### src/rtl/link_ddr_downstream_pkg.sv
// Shared definitions for the DDR link downstream (receive) path.
// Latency: n/a (types, constants and elaboration-time helpers only).
// Backpressure: n/a.
package link_ddr_downstream_pkg;

    // Reason a cycle was flagged as a protocol violation.
    typedef enum logic [1:0] {
        ERR_NONE      = 2'd0,
        ERR_SKEW      = 2'd1,
        ERR_OVERFLOW  = 2'd2,
        ERR_UNDERFLOW = 2'd3
    } err_cause_e;

    // Number of link beats that make up one core word.
    function automatic int beats_f(input int core_w, input int chan_w, input int num_ch);
        return core_w / (chan_w * num_ch);
    endfunction

    // Beat counter width; a single-beat word still gets a 1-bit counter.
    function automatic int beat_cnt_w_f(input int beats);
        return (beats > 1) ? $clog2(beats) : 1;
    endfunction

    localparam int DEFAULT_BEATS      = beats_f(64, 8, 2);
    localparam int DEFAULT_BEAT_CNT_W = beat_cnt_w_f(DEFAULT_BEATS);

endpackage

### src/rtl/link_ddr_downstream_fifo.sv
// Single-clock two-pointer FIFO holding assembled words for the core.
// Latency: a word written at edge N is visible at the head in cycle N+1.
// Backpressure: enq_rdy_o is low only when full with no dequeue this cycle.
module link_ddr_downstream_fifo #(
    parameter int WIDTH    = 64,
    parameter int LG_DEPTH = 3
) (
    input  logic             clk,
    input  logic             rst,
    input  logic             enq_vld_i,
    input  logic [WIDTH-1:0] enq_dat_i,
    output logic             enq_rdy_o,
    output logic             deq_vld_o,
    output logic [WIDTH-1:0] deq_dat_o,
    input  logic             deq_rdy_i
);

    localparam int DEPTH = 1 << LG_DEPTH;

    // Pointers carry one extra wrap bit so full and empty are distinguishable.
    logic [LG_DEPTH:0] wptr_q, wptr_d;
    logic [LG_DEPTH:0] rptr_q, rptr_d;
    logic [WIDTH-1:0]  mem_q [DEPTH];
    logic [WIDTH-1:0]  mem_d [DEPTH];
    logic              empty;
    logic              full;
    logic              do_enq;
    logic              do_deq;

    assign empty     = (wptr_q == rptr_q);
    assign full      = (wptr_q[LG_DEPTH] != rptr_q[LG_DEPTH]) &&
                       (wptr_q[LG_DEPTH-1:0] == rptr_q[LG_DEPTH-1:0]);
    assign do_deq    = deq_rdy_i & ~empty;
    // A dequeue in the same cycle frees the slot, so full does not block it.
    assign enq_rdy_o = ~full | do_deq;
    assign do_enq    = enq_vld_i & enq_rdy_o;
    assign deq_vld_o = ~empty;
    assign deq_dat_o = empty ? '0 : mem_q[rptr_q[LG_DEPTH-1:0]];

    // Next pointers and storage contents.
    always_comb begin
        wptr_d = wptr_q + {{LG_DEPTH{1'b0}}, do_enq};
        rptr_d = rptr_q + {{LG_DEPTH{1'b0}}, do_deq};
        mem_d  = mem_q;
        if (do_enq) begin
            mem_d[wptr_q[LG_DEPTH-1:0]] = enq_dat_i;
        end
    end

    // Pointer registers; reset empties the FIFO.
    always_ff @(posedge clk) begin
        if (rst) begin
            wptr_q <= '0;
            rptr_q <= '0;
        end else begin
            wptr_q <= wptr_d;
            rptr_q <= rptr_d;
        end
    end

    // Storage needs no reset: slots are only read after being written.
    always_ff @(posedge clk) begin
        mem_q <= mem_d;
    end

endmodule

### src/rtl/link_ddr_downstream_token_out.sv
// DDR link receive path: reassembles channel beats into core words, queues them, returns credit tokens.
// Latency: word visible one cycle after its last beat; token toggles one cycle after the batch-closing yumi.
// Backpressure: none toward the link (credits prevent overflow); core pulls with valid/yumi. Optional checks: LINK_DDR_DOWNSTREAM_CHECK_EN.
module link_ddr_downstream_token_out
    import link_ddr_downstream_pkg::*;
#(
    parameter int CHANNEL_WIDTH                 = 8,
    parameter int NUM_CHANNELS                  = 2,
    parameter int CORE_DATA_WIDTH               = 64,
    parameter int LG_FIFO_DEPTH                 = 3,
    parameter int LG_CREDIT_TO_TOKEN_DECIMATION = 3
) (
    input  logic                                  clk,
    input  logic                                  rst,
    input  logic [NUM_CHANNELS-1:0]               io_valid_i,
    input  logic [NUM_CHANNELS*CHANNEL_WIDTH-1:0] io_data_i,
    output logic                                  core_valid_o,
    output logic [CORE_DATA_WIDTH-1:0]            core_data_o,
    input  logic                                  core_yumi_i,
    output logic [NUM_CHANNELS-1:0]               io_token_r_o,
    output logic                                  error_o
);

    localparam int BEATS = beats_f(CORE_DATA_WIDTH, CHANNEL_WIDTH, NUM_CHANNELS);
    localparam int BCW   = beat_cnt_w_f(BEATS);
    localparam logic [BCW-1:0] LAST_BEAT = BCW'(BEATS - 1);
    // A zero-width decimation still needs a 1-bit counter; it simply never leaves 0.
    localparam int CRW = (LG_CREDIT_TO_TOKEN_DECIMATION > 0) ? LG_CREDIT_TO_TOKEN_DECIMATION : 1;
    localparam logic [CRW-1:0] CRED_MAX = CRW'((1 << LG_CREDIT_TO_TOKEN_DECIMATION) - 1);

    logic [BCW-1:0]             beat_q,  beat_d;
    logic [CORE_DATA_WIDTH-1:0] word_q,  word_d;
    logic [CRW-1:0]             cred_q,  cred_d;
    logic [NUM_CHANNELS-1:0]    token_q, token_d;
    logic                       beat_acc;
    logic                       word_done;
    logic                       fifo_rdy;
    logic                       deq;

    // A beat only counts when every channel presents it; skewed beats are dropped.
    assign beat_acc  = &io_valid_i;
    assign word_done = beat_acc && (beat_q == LAST_BEAT);
    assign deq       = core_yumi_i & core_valid_o;

    // Assembly: channel c beat k lands in slice (c*BEATS + k); enqueue uses word_d so the last beat is included.
    always_comb begin
        beat_d = beat_q;
        word_d = word_q;
        if (beat_acc) begin
            for (int c = 0; c < NUM_CHANNELS; c++) begin
                for (int k = 0; k < BEATS; k++) begin
                    if (beat_q == BCW'(k)) begin
                        word_d[(c*BEATS + k)*CHANNEL_WIDTH +: CHANNEL_WIDTH] =
                            io_data_i[c*CHANNEL_WIDTH +: CHANNEL_WIDTH];
                    end
                end
            end
            beat_d = word_done ? '0 : beat_q + 1'b1;
        end
    end

    // Credit: count dequeues, toggle all token lines when the counter wraps.
    always_comb begin
        cred_d  = cred_q;
        token_d = token_q;
        if (deq) begin
            if (cred_q == CRED_MAX) begin
                cred_d  = '0;
                token_d = ~token_q;
            end else begin
                cred_d = cred_q + 1'b1;
            end
        end
    end

    // State registers for assembly and credit return.
    always_ff @(posedge clk) begin
        if (rst) begin
            beat_q  <= '0;
            word_q  <= '0;
            cred_q  <= '0;
            token_q <= '0;
        end else begin
            beat_q  <= beat_d;
            word_q  <= word_d;
            cred_q  <= cred_d;
            token_q <= token_d;
        end
    end

    assign io_token_r_o = token_q;

    link_ddr_downstream_fifo #(
        .WIDTH    (CORE_DATA_WIDTH),
        .LG_DEPTH (LG_FIFO_DEPTH)
    ) u_fifo (
        .clk       (clk),
        .rst       (rst),
        .enq_vld_i (word_done),
        .enq_dat_i (word_d),
        .enq_rdy_o (fifo_rdy),
        .deq_vld_o (core_valid_o),
        .deq_dat_o (core_data_o),
        .deq_rdy_i (core_yumi_i)
    );

`ifdef LINK_DDR_DOWNSTREAM_CHECK_EN
    err_cause_e err_cause;
    logic       error_q, error_d;

    // Classify this cycle's protocol violation (at most one is reported, all set the flag).
    always_comb begin
        err_cause = ERR_NONE;
        if ((io_valid_i != '0) && !beat_acc) begin
            err_cause = ERR_SKEW;
        end else if (word_done && !fifo_rdy) begin
            err_cause = ERR_OVERFLOW;
        end else if (core_yumi_i && !core_valid_o) begin
            err_cause = ERR_UNDERFLOW;
        end
        error_d = error_q | (err_cause != ERR_NONE);
    end

    // Sticky error flag, cleared only by reset.
    always_ff @(posedge clk) begin
        if (rst) begin
            error_q <= 1'b0;
        end else begin
            error_q <= error_d;
        end
    end

    assign error_o = error_q;

`ifndef SYNTHESIS
    // Flag each violation in simulation as it happens.
    always_ff @(posedge clk) begin
        if (!rst) begin
            assert ((io_valid_i == '0) || beat_acc)
                else $error("link_ddr_downstream: channel skew on io_valid_i");
            assert (!(word_done && !fifo_rdy))
                else $error("link_ddr_downstream: receive FIFO overflow, word dropped");
            assert (!(core_yumi_i && !core_valid_o))
                else $error("link_ddr_downstream: core_yumi_i while empty");
        end
    end
`endif
`else
    assign error_o = 1'b0;
    // FIFO readiness only feeds the checker; sink it when checks are compiled out.
    logic unused_fifo_rdy;
    assign unused_fifo_rdy = fifo_rdy;
`endif

endmodule

### config.mk
export PLATFORM = sky130hd
export DESIGN_NAME = link_ddr_downstream_token_out
export DESIGN_NICKNAME = d
export VERILOG_FILES = /design/src/rtl/link_ddr_downstream_pkg.sv /design/src/rtl/link_ddr_downstream_fifo.sv /design/src/rtl/link_ddr_downstream_token_out.sv
export SDC_FILE = /design/constraint.sdc
export NUM_CORES = 1
export LEC_CHECK = 0
export ABC_AREA = 1
export BUFFER_PORTS_ARGS = -buffer_cell sky130_fd_sc_hd__clkbuf_2
export CORE_MARGIN = 8
export CORE_UTILIZATION = 45
export DETAILED_ROUTE_END_ITERATION = 7
export GPL_ROUTABILITY_DRIVEN = 0
export PLACE_DENSITY = 0.61
export SKIP_CTS_REPAIR_TIMING = 1
export SLEW_MARGIN = 10
export SYNTH_ARGS = -nofsm -noshare
export SYNTH_HDL_FRONTEND = slang
export SYNTH_SLANG_ARGS = --single-unit
### constraint.sdc
create_clock -name clk -period 10.8 [get_ports clk]
set_input_delay 0.54 -clock clk [delete_from_list [all_inputs] [get_ports clk]]
set_output_delay 0.54 -clock clk [all_outputs]
set_load 0.02 [all_outputs]
Yosys cells after proc, flatten, opt, wreduce, memory -nomap -nowiden
Index checks and enable logic that the tools add are counted.
{"block": "op_classes", "add_sub_neg": 4, "n_lt_le_gt_ge": 3, "n_eq_ne": 7, "n_mux": 18, "bitwise_logic": 8, "n_reduce_logical": 6}
{"cell": "$bwmux 512", "n": 1}
{"cell": "$mux 64", "n": 5}
{"cell": "$bmux 64 s3", "n": 1}
{"cell": "$demux 64 s3", "n": 1}
{"cell": "$mux 8", "n": 8}
{"cell": "$add 4x1->4", "n": 2}
{"cell": "$ge 4x4->1 const B", "n": 2}
{"cell": "$not 3->4", "n": 2}
{"cell": "$eq 2x2->1 const B", "n": 2}
{"cell": "$eq 4x4->1", "n": 1}
{"cell": "$lt 4x1->1 const B", "n": 1}
{"cell": "$reduce_and 2->1", "n": 2}
{"cell": "$add 3x1->3 const B", "n": 1}
{"cell": "$eq 3x3->1", "n": 1}
{"cell": "$eq 3x3->1 const B", "n": 1}
{"cell": "$logic_and 1x1->1", "n": 3}
{"cell": "$mux 3", "n": 1}
{"cell": "$add 2x1->2 const B", "n": 1}
{"cell": "$and 1x1->1", "n": 2}
{"cell": "$eq 2x1->1 const B", "n": 1}
{"cell": "$logic_not 2->1", "n": 1}
{"cell": "$mux 2", "n": 1}
{"cell": "$not 1->1", "n": 2}
{"cell": "$not 2->2", "n": 1}
{"cell": "other kinds (2)", "n": 2}
{"block": "totals", "reg_bits": 591, "in_bits": 21, "out_inout_bits": 68, "word_cells": 60}

Logic depth before layout (Yosys ltp)
Gate-level depths: netlist (run 1).
{"block": "depth", "depth_word": 6, "ltp_mapped": 12, "depth_no_buf": 11}

Hierarchy
From an unflattened synthesis (run 1), not the netlist that was laid out.
{"block": "hier_totals", "hier_cells": 2270, "area_unflattened_um2": 24408.4}
{"module": "link_ddr_downstream_fifo", "instances": 1, "cells_per_inst": 1714, "area_each_um2": 20771.2, "seq_area_each_um2": 15534.9}
{"module": "link_ddr_downstream_token_out", "instances": 1, "cells_per_inst": 556, "area_each_um2": 3637.2, "seq_area_each_um2": 1421.4}

Least setup slack after synthesis (run 1)
OpenSTA, ideal clock, no wires.
{"block": "synth_path", "kind": "input to register", "from": "in io_valid_i[0]", "to": "reg u_fifo.mem_q[0] in the netlist's numbering (enable)", "setup_ns": 0.487, "arrival_ns": 3.884, "required_time_ns": 10.313, "path_slack_ns": 6.430, "path_stages": 5, "n_path_buf": 1, "path_cell_list": "nand2_1 > nor2_1 > buf_2 > nand2_1 > nor2_1"}
{"block": "synth_between", "elab_chain_cells": 3}
{"element": "start: declaration", "line_no": "link_ddr_downstream_token_out.sv:15", "rtl": "input logic [NUM_CHANNELS-1:0] io_valid_i,"}
{"element": "$reduce_and 2->1", "line_no": "link_ddr_downstream_token_out.sv:41", "rtl": "assign beat_acc = &io_valid_i;"}
{"element": "$logic_and 1x1->1", "line_no": "link_ddr_downstream_token_out.sv:42", "rtl": "assign word_done = beat_acc && (beat_q == LAST_BEAT);"}
{"element": "$and 1x1->1", "line_no": "link_ddr_downstream_fifo.sv:36", "rtl": "assign do_enq = enq_vld_i & enq_rdy_o;"}
{"element": "end signal: assignment", "line_no": "link_ddr_downstream_fifo.sv:63", "rtl": "mem_q <= mem_d;"}
{"element": "end: declaration", "line_no": "link_ddr_downstream_fifo.sv:23", "rtl": "logic [WIDTH-1:0] mem_q [DEPTH];"}
No other way between the ends.
A chain may end at the register's enable or synchronous reset.

Worst setup path in the final report (run 1)
{"block": "layout_path", "from": "reg u_fifo.rptr_q[1]", "to": "out core_data_o[48]"}
{"block": "layout_between", "elab_chain_cells": 5, "word_cells_on_any_way": 6, "classes_between": "eq/ne (1); mux (4); bitwise (1)"}
{"element": "start: declaration", "line_no": "link_ddr_downstream_fifo.sv:22", "rtl": "logic [LG_DEPTH:0] rptr_q, rptr_d;"}
{"element": "start signal: assignment", "line_no": "link_ddr_downstream_fifo.sv:57", "rtl": "rptr_q <= rptr_d;"}
{"element": "$not 3->4 (implied by the code)", "line_no": "link_ddr_downstream_fifo.sv:38", "rtl": "assign deq_dat_o = empty ? '0 : mem_q[rptr_q[LG_DEPTH-1:0]];"}
{"element": "$bmux 64 s3", "line_no": "link_ddr_downstream_fifo.sv:38"}
{"element": "$mux 64 (implied by the code) (2 in series)", "line_no": "link_ddr_downstream_fifo.sv:38"}
{"element": "$mux 64 *", "line_no": "link_ddr_downstream_fifo.sv:38"}
{"element": "end: declaration", "line_no": "link_ddr_downstream_token_out.sv:18", "rtl": "output logic [CORE_DATA_WIDTH-1:0] core_data_o,"}
Mark *: on every way between the ends. The rest lies on a longest branch, timed or not. The select of a mux whose other input is x is not followed.

==> metrics.cfg, run 1 <==
[placement]
port_buffers = 87
dp_hpwl_um = 29600
dp.cells = 2669

[pwr]
power_leakage_uw = 0.00934
peakVddDrop_uv = 175
powerDensity_mw_per_mm2 = 175

[clock_network]
ctsLongestPathBuffers = 3
htree_levels = 2
path_clk_slew_ns = 0.06
clock_latency_ns = 0.63
cts_tree = yes
clock-sinks = 591
cts_root_buffer = clkbuf_16
numCtsBuffers = 60

[synthesis]
ys_types = 27
avgSynthCellArea_um2 = 11.9
netlist_top_cells_count = edfxtp_1 (512), nor2_1 (476), o21ai_0 (255)
synth_ff_type = edfxtp_1
synth_edf_count = 512
synth.top_cells.by_area = edfxtp_1 (65%), nor2_1 (7.5%), dfxtp_1 (6.6%)
yosysTopAreaCell = edfxtp_1
async_flop_share_pct = 0
syn_area_mm2 = 0.0238
yosys_warnings = 0
synth_cells = 2009
syn_nets = 2040
synth.most_common_cell = edfxtp_1
netlist.area_leader.share_pct = 64.5
yosysSeqAreaShare_pct = 71.2
synth-seq-cells = 591

[grt]
grt_usage_pct = 18.3
grt_pass1_wl_um = 86700
grt_max_degree = 110
grt_pass1_vias = 14700
gr-total-overflow = 0
antenna_found_initial = 0

[detailed_routing]
drt_iter0_drc = 1155
vias = 15100
ant_nets = 0
drt-total-wl_um = 56200
viasPerCell = 5.44
drc = 0
drtPass1Iterations = 5
wl_per_cell_um = 20.2

[die]
dieHeight_um = 246
die_area_mm2 = 0.0606
initial_utilization_pct = 45.4
core-area_mm2 = 0.0524
num_rows = 84
fp.dieW_um = 246
top_level_ports = 89

[critical_path]
critical_path_class = flip-flop to primary output
worst-path-max-fanout = 87
r2r-start = u_fifo.rptr_q[0]$_SDFF_PP0_
critical_path_required_ns = 10.26
crit_path_end_kind = primary output
arrival_ns = 3.86
crit_start = u_fifo.rptr_q[1]$_SDFF_PP0_
crit_path_start_kind = flip-flop

[outcome]
outcome = finished, final reports clean

[timing]
skew_ns = 0.0332
min_period_ns = 4.40
rsz0062_at_grt = false
finalSetupTns_ns = 0
hold_viol = 0
slew_headroom_pct = 24.1
final-setup-viol-count = 0
maxClockFrequency_ghz = 0.227
worstMarginPinSlew_ns = 1.14
drv_slew = 0
period_share_pct = 40.8

[finish]
drive_gt1_share_pct = 13.2
n_fill_cell = 4505
antennaDiodeCount = 0
final_cells = 2782
layout.nets = 2074
area_growth_pct = 11.6

[run]
drv_cap = 0

[hold_path]
hp-start = core_yumi_i
hold_class = primary input to flip-flop

==> state kept, by name, indices dropped and copies added, names as in the netlist <==
name and cells:
cred_q 3, u_fifo.wptr_q 4, beat_q 2, io_token_r_o 2, word_q 64, u_fifo.rptr_q 4, u_fifo.mem_q 512
==> layout make-up <==
class / instances / area (µm²) / share of cell area, %
Inverter: 107 / 407 / 1.53
Sequential cell: 591 / 17000 / 63.8
Multi-Input combinational cell: 1175 / 5850 / 22.0
Timing Repair Buffer: 108 / 593 / 2.23
Tap cell: 688 / 861 / 3.24
Clock inverter: 25 / 249 / 0.937
Clock buffer: 88 / 1660 / 6.23
==> routing by layer <==
layer	part of all wire, %	global-route usage [%]
met1	44	24.9
met2	48	30.5
met3	5.7	2.64
met4	2.0	5.35
met5	0	0
==> where the power goes <==
| group | switching [µW] | internal, µW | total, µW |
|---|---|---|---|
| combinational | 101 | 32.6 | 134 |
| clock | 855 | 1160 | 2010 |
| sequential | 3.37 | 2490 | 2500 |
==> critical path, cell delays in order (launching register included) <==
cell and delay, ns:
dfxtp_4 0.64, buf_4 0.64, buf_4 0.83, o21ai_0 0.23, o211ai_1 0.23, nand2_1 0.07
nor2_1 0.29, clkbuf_2 0.24
==> cells in the final DEF (no fill, tap or decap), types with 64 or more instances in the layout <==
cell and count:
edfxtp_1 512, nor2_1 464, o21ai_0 255, inv_1 103, clkbuf_2 87, nand2_1 83, dfxtp_1 76, a21oi_1 68
a211oi_1 65, o22ai_1 64, o211ai_1 64, or2_2 64
==> path summary, 6_finish.rpt <==
kind         cells past startpoint                            to  slack, ns
min reg2reg                      2        cred_q[1]$_SDFFE_PP0P_       0.49
max reg2reg                      8    u_fifo.mem_q[31]$_DFFE_PP_       6.74
min                              4  io_token_r_o[1]$_SDFFE_PP0P_       0.29
max                              7               core_data_o[48]       6.40
==> stage by stage <==
step / hold slack (ns) / setup slack [ns] / util, % / total power [µW] / cell area [µm²]
after floorplan: 0.459 / 6.43 / - / 2630 / 23800
after global placement: 0.471 / 6.73 / 47.0 / 2670 / 24700
after detailed placement: 0.484 / 6.65 / 47.0 / 2680 / 24700
after CTS: 0.260 / 6.30 / 50.7 / 4680 / 26600
after global routing: 0.287 / 6.08 / 50.7 / 4780 / 26600
final: 0.288 / 6.40 / 50.7 / 4640 / 26600
==> kinds of logic after synthesis <==
group / Yosys count / share of synthesized area, %
AO/OA/AOI/OAI: 523 / 12.7
buffers and inverters: 243 / 4.64
AND/OR/NAND/NOR: 639 / 10.9
adder cells (fa/ha/maj): 10 / 0.525
flip-flops: 591 / 71.2
other: 1 / 0.0157
XOR/XNOR: 2 / 0.0735
(Power assumes the default switching activity.)
==> run 2: changes to the inputs <==
Clock period 10.8 ns to 4.58 ns, I/O delays scaled along.
==> metrics.cfg, run 2 (same netlist as run 1, synthesis figures left out) <==
[outcome]
outcome = finished, final reports clean

[critical_path]
r2r_cells = 7
critical_path_class = flip-flop to primary output
critical_path_required_ns = 4.35
rrSetupSlack_ns = 1.36
crit_path_end_kind = primary output
r2r-start = u_fifo.rptr_q[2]$_SDFF_PP0_
crit_path_start_kind = flip-flop
worstReg2RegEnd = u_fifo.mem_q[482]$_DFFE_PP_
worst-path-max-fanout = 64
arrival_ns = 3.34

[hold_path]
hold_class = primary input to flip-flop
hp-start = io_data_i[6]
hold-path-cell-count = 3
hold_end = word_q[30]$_SDFF_PP0_

[grt]
grt_usage_pct = 18.4
antenna_found_initial = 1
grt_max_degree = 258
grt_pass1_vias = 14700
grt_pass1_wl_um = 87100
gr-total-overflow = 0

[finish]
layout.cells.most_common_list = edfxtp_1 (512), nor2_1 (464), o21ai_0 (255), inv_1 (103), clkbuf_2 (87)
top_register = u_fifo.mem_q
top_regs = u_fifo.mem_q: 512 flops, word_q: 64 flops
largest_register_ffs = 512
multi_input_area_mm2 = 0.00585
final_common_cell = edfxtp_1
area_growth_pct = 11.8
seq_area_mm2 = 0.0170
n_fill_cell = 4537
layout.nets = 2077
drive_gt1_share_pct = 13.3

[timing]
worstMarginPinSlew_ns = 1.21
min_period_ns = 3.57
skew_ns = 0.0285
slew_headroom_pct = 19.5
final-setup-viol-count = 0
hold_viol = 0
rsz0062_at_grt = false
finalSetupTns_ns = 0
maxClockFrequency_ghz = 0.280
setup_ws_ns = 1.01
period_share_pct = 78.0
drv_slew = 0

[pwr]
power_leakage_uw = 0.00936
intPower_uw = 8520
pwr-share-comb_pct = 2.9
p_sw_share_pct = 20.7
powerDensity_mw_per_mm2 = 403
finalPower_uw = 10700
clockPowerShare_pct = 42.3
peakVddDrop_uv = 258
seqPwrFrac_pct = 54.8
switching_power_uw = 2220

[die]
initial_utilization_pct = 45.4
top_level_ports = 89
dieHeight_um = 246
core-area_mm2 = 0.0524
num_rows = 84
fp.dieW_um = 246
die_area_mm2 = 0.0606

[placement]
dp_hpwl_um = 29200
dp_slack_ns = 1.35
port_buffers = 87

[clock_network]
clock_latency_ns = 0.63
cts_root_buffer = clkbuf_16
htree_levels = 2
path_clk_slew_ns = 0.06
numCtsBuffers = 59
cts_tree = yes
clock-sinks = 591
ctsLongestPathBuffers = 3

[detailed_routing]
drt_iter0_drc = 1140
wl_per_cell_um = 20.3
vias = 15200
viasPerCell = 5.44
drc = 0
ant_nets = 0
drtPass1Iterations = 5
drt-total-wl_um = 56500

[run]
drv_cap = 0

run 2: cell types whose count changed in the layout (fill, tap and decap cells not counted), sizes merged:
cell	change
buf	+3
dlygate4sd3	+1
diode	+1
clkinv	+11
bufinv	-2
clkbuf	-9
clkinvlp	-1
inv	-1
run 2: power by group through the flow:
stage,clock (µW),combinational [µW],sequential (µW)
floorplan,0,210,6000
CTS,4630,316,5880
finish,4540,315,5880
detailed placement,0,315,6000
global route,4840,352,5880
global placement,0,306,6000
run 2: how the worst max path moves through the flow:
stage / start / endpoint / slack (ns) / cells past startpoint
2_1_floorplan: beat_q[0]$_SDFFE_PP0P_ / u_fifo.mem_q[0]$_DFFE_PP_ / 0.37 / 6
3_3_place_gp: u_fifo.rptr_q[2]$_SDFF_PP0_ / u_fifo.mem_q[469]$_DFFE_PP_ / 1.35 / 7
3_5_place_dp: u_fifo.rptr_q[2]$_SDFF_PP0_ / u_fifo.mem_q[405]$_DFFE_PP_ / 1.35 / 7
4_1_cts: u_fifo.rptr_q[2]$_SDFF_PP0_ / core_data_o[39] / 0.93 / 7
5_1_grt: u_fifo.rptr_q[2]$_SDFF_PP0_ / core_data_o[16] / 0.80 / 8
6_report: u_fifo.rptr_q[2]$_SDFF_PP0_ / core_data_o[39] / 1.01 / 7
run 2: area by class of cell:
class                   instances  share of cell area [%]
clock buffers                  79                    6.01
diodes                          1                 0.00940
inverters                     107                    1.53
repair buffers                112                    2.68
flip-flops and latches        591                    63.7
clock inverters                32                   0.855
well taps                     688                    3.23
multi-input cells            1175                    22.0
run 2: routing by layer:
metal / global-route usage [%] / vias to the layer above / wire length [µm]
li1: - / 7217 / -
met1: 24.6 / 7468 / 24900
met5: 0 / - / 0
met4: 5.51 / 0 / 1120
met3: 2.60 / 74 / 2840
met2: 31.0 / 400 / 27700
run 2: metrics by stage:
stage          std cells  area [µm²]  hold slack [ns]  utilization [%]
2_1_floorplan       2009       23800            0.435                -
6_report            2785       26600            0.107             50.8
5_1_grt             2784       26600            0.142             50.8
4_1_cts             2783       26600          -0.0345             50.7
3_3_place_gp        2672       24800            0.472             47.3
3_5_place_dp        2672       24800            0.482             47.3
run 2: worst max-delay path, cell delays in order (launching register included):
cell and delay, ns:
dfxtp_4 0.97, nand2_1 0.11, nand2_1 0.12, nor2_1 0.07, nand2_4 0.68, nand2_1 0.11, nor2_1 0.39, clkbuf_2 0.26
==> run 3: changes to the inputs <==
Settings changed: PLACE_DENSITY 0.61 to 0.63.
Clock period 4.58 ns to 3.08 ns, I/O delays scaled along.
==> metrics.cfg, run 3 (same netlist as run 1, synthesis figures left out) <==
[finish]
largest_register_ffs = 512
final_common_cell = edfxtp_1
design_area_mm2 = 0.0270
antennaDiodeCount = 0
top_regs = u_fifo.mem_q: 512 flops, word_q: 64 flops
top_register = u_fifo.mem_q
layout.nets = 2090
n_fill_cell = 4480
area_growth_pct = 13.2
layout.cells.most_common_list = edfxtp_1 (512), nor2_1 (464), o21ai_0 (255), inv_1 (103), clkbuf_2 (87)
drive_gt1_share_pct = 14.1

[clock_network]
cts_root_buffer = clkbuf_16
cts_tree = yes
path_clk_slew_ns = 0.06
htree_levels = 2
clock-sinks = 591
clock_latency_ns = 0.62
ctsLongestPathBuffers = 3
numCtsBuffers = 57

[timing]
rsz0062_at_grt = false
drv_slew = 0
slew_headroom_pct = 41.8
final-setup-viol-count = 0
min_period_ns = 2.93
worstMarginPinSlew_ns = 0.874
skew_ns = 0.0215
maxClockFrequency_ghz = 0.342
period_share_pct = 95.0
holdWs_ns = -0.00265
hold_viol = 1

[pwr]
intPower_uw = 13100
switching_power_uw = 3330
clockPowerShare_pct = 43.9
seqPwrFrac_pct = 53.2
peakVddDrop_uv = 395
powerDensity_mw_per_mm2 = 610
power_leakage_uw = 0.00952
finalPower_uw = 16500
p_sw_share_pct = 20.2
pwr-share-comb_pct = 2.9

[grt]
grt_usage_pct = 18.1
antenna_found_initial = 0
grt_max_degree = 258
grt_pass1_vias = 14900
gr-total-overflow = 0
grt_pass1_wl_um = 85900

[outcome]
violations = hold timing
outcome = finished, violations left

[die]
dieHeight_um = 246
top_level_ports = 89
num_rows = 84
initial_utilization_pct = 45.4
core-area_mm2 = 0.0524
die_area_mm2 = 0.0606
fp.dieW_um = 246

[detailed_routing]
drt-total-wl_um = 57300
viasPerCell = 5.46
vias = 15300
drt_iter0_drc = 1220
wl_per_cell_um = 20.5
ant_nets = 0
drc = 0
drtPass1Iterations = 8

[placement]
port_buffers = 87
place_area_mm2 = 0.0249
dp_hpwl_um = 29200

[hold_path]
hold_class = primary input to flip-flop
hp-start = io_data_i[7]

[critical_path]
crit_path_end_kind = primary output
crit_path_start_kind = flip-flop
crit_start = u_fifo.rptr_q[1]$_SDFF_PP0_
critical_path_required_ns = 2.93
critPathTopFamily = flip-flops
cp_slowest_cell = dfxtp_4
critical-path-max-stage-delay_ns = 0.68
arrival_ns = 2.77
critical_path_class = flip-flop to primary output
crit_chain = buf_16 -> o21ai_0 -> o211ai_1 -> nand2_1 -> nor2_1 -> clkbuf_2
worst-path-max-fanout = 77
path_buf_inv = 2
r2r-start = u_fifo.rptr_q[1]$_SDFF_PP0_

[run]
drv_cap = 0

## run 3: final timing paths
check	end	slack, ns	cells past startpoint
max reg2reg	u_fifo.mem_q[210]$_DFFE_PP_	0.71	8
max	core_data_o[42]	0.15	6
min	word_q[23]$_SDFF_PP0_	-0.003	3
min reg2reg	cred_q[2]$_SDFFE_PP0P_	0.50	2
## run 3: layer usage
metal / vias up / part of all wire, % / track usage, %
met5: - / 0 / 0
met4: 0 / 2.2 / 5.42
met3: 71 / 5.3 / 2.59
met2: 419 / 48 / 30.4
met1: 7544 / 44 / 24.1
li1: 7225 / - / -
## run 3: cell type report
class	count	area (µm²)	share of cell area [%]
clock inverters	22	290	1.08
repair buffers	127	917	3.40
multi-input cells	1175	5850	21.7
flip-flops and latches	591	17000	62.9
well taps	688	861	3.19
clock buffers	85	1670	6.20
inverters	107	407	1.51
## run 3: worst register-to-register path: cells and delay by family, from the launching register on
| kind | cells | cell delay [ns] |
|---|---|---|
| and+or+nand+nor | 6 | 0.82 |
| buffers and inverters | 2 | 0.52 |
| DFF | 1 | 0.68 |
## run 3: through the flow
stage,utilization [%],TNS [ns],setup slack (ns),cells,hold slack [ns]
finish,51.4,0,0.153,2795,-0.00265
CTS,51.3,-0.122,-0.108,2792,-0.0813
global placement,47.5,0,0.679,2685,0.471
floorplan,-,-81.55,-0.159,2009,0.360
detailed placement,47.5,0,0.643,2685,0.488
global route,51.4,0,0.0458,2795,0.0108
## run 3: power groups by stage
stage | clock, µW | combinational [µW] | sequential [µW]
global placement | 0 | 456 | 8920
finish | 7220 | 478 | 8750
detailed placement | 0 | 473 | 8920
global route | 7620 | 529 | 8750
floorplan | 0 | 312 | 8920
CTS | 7320 | 475 | 8750
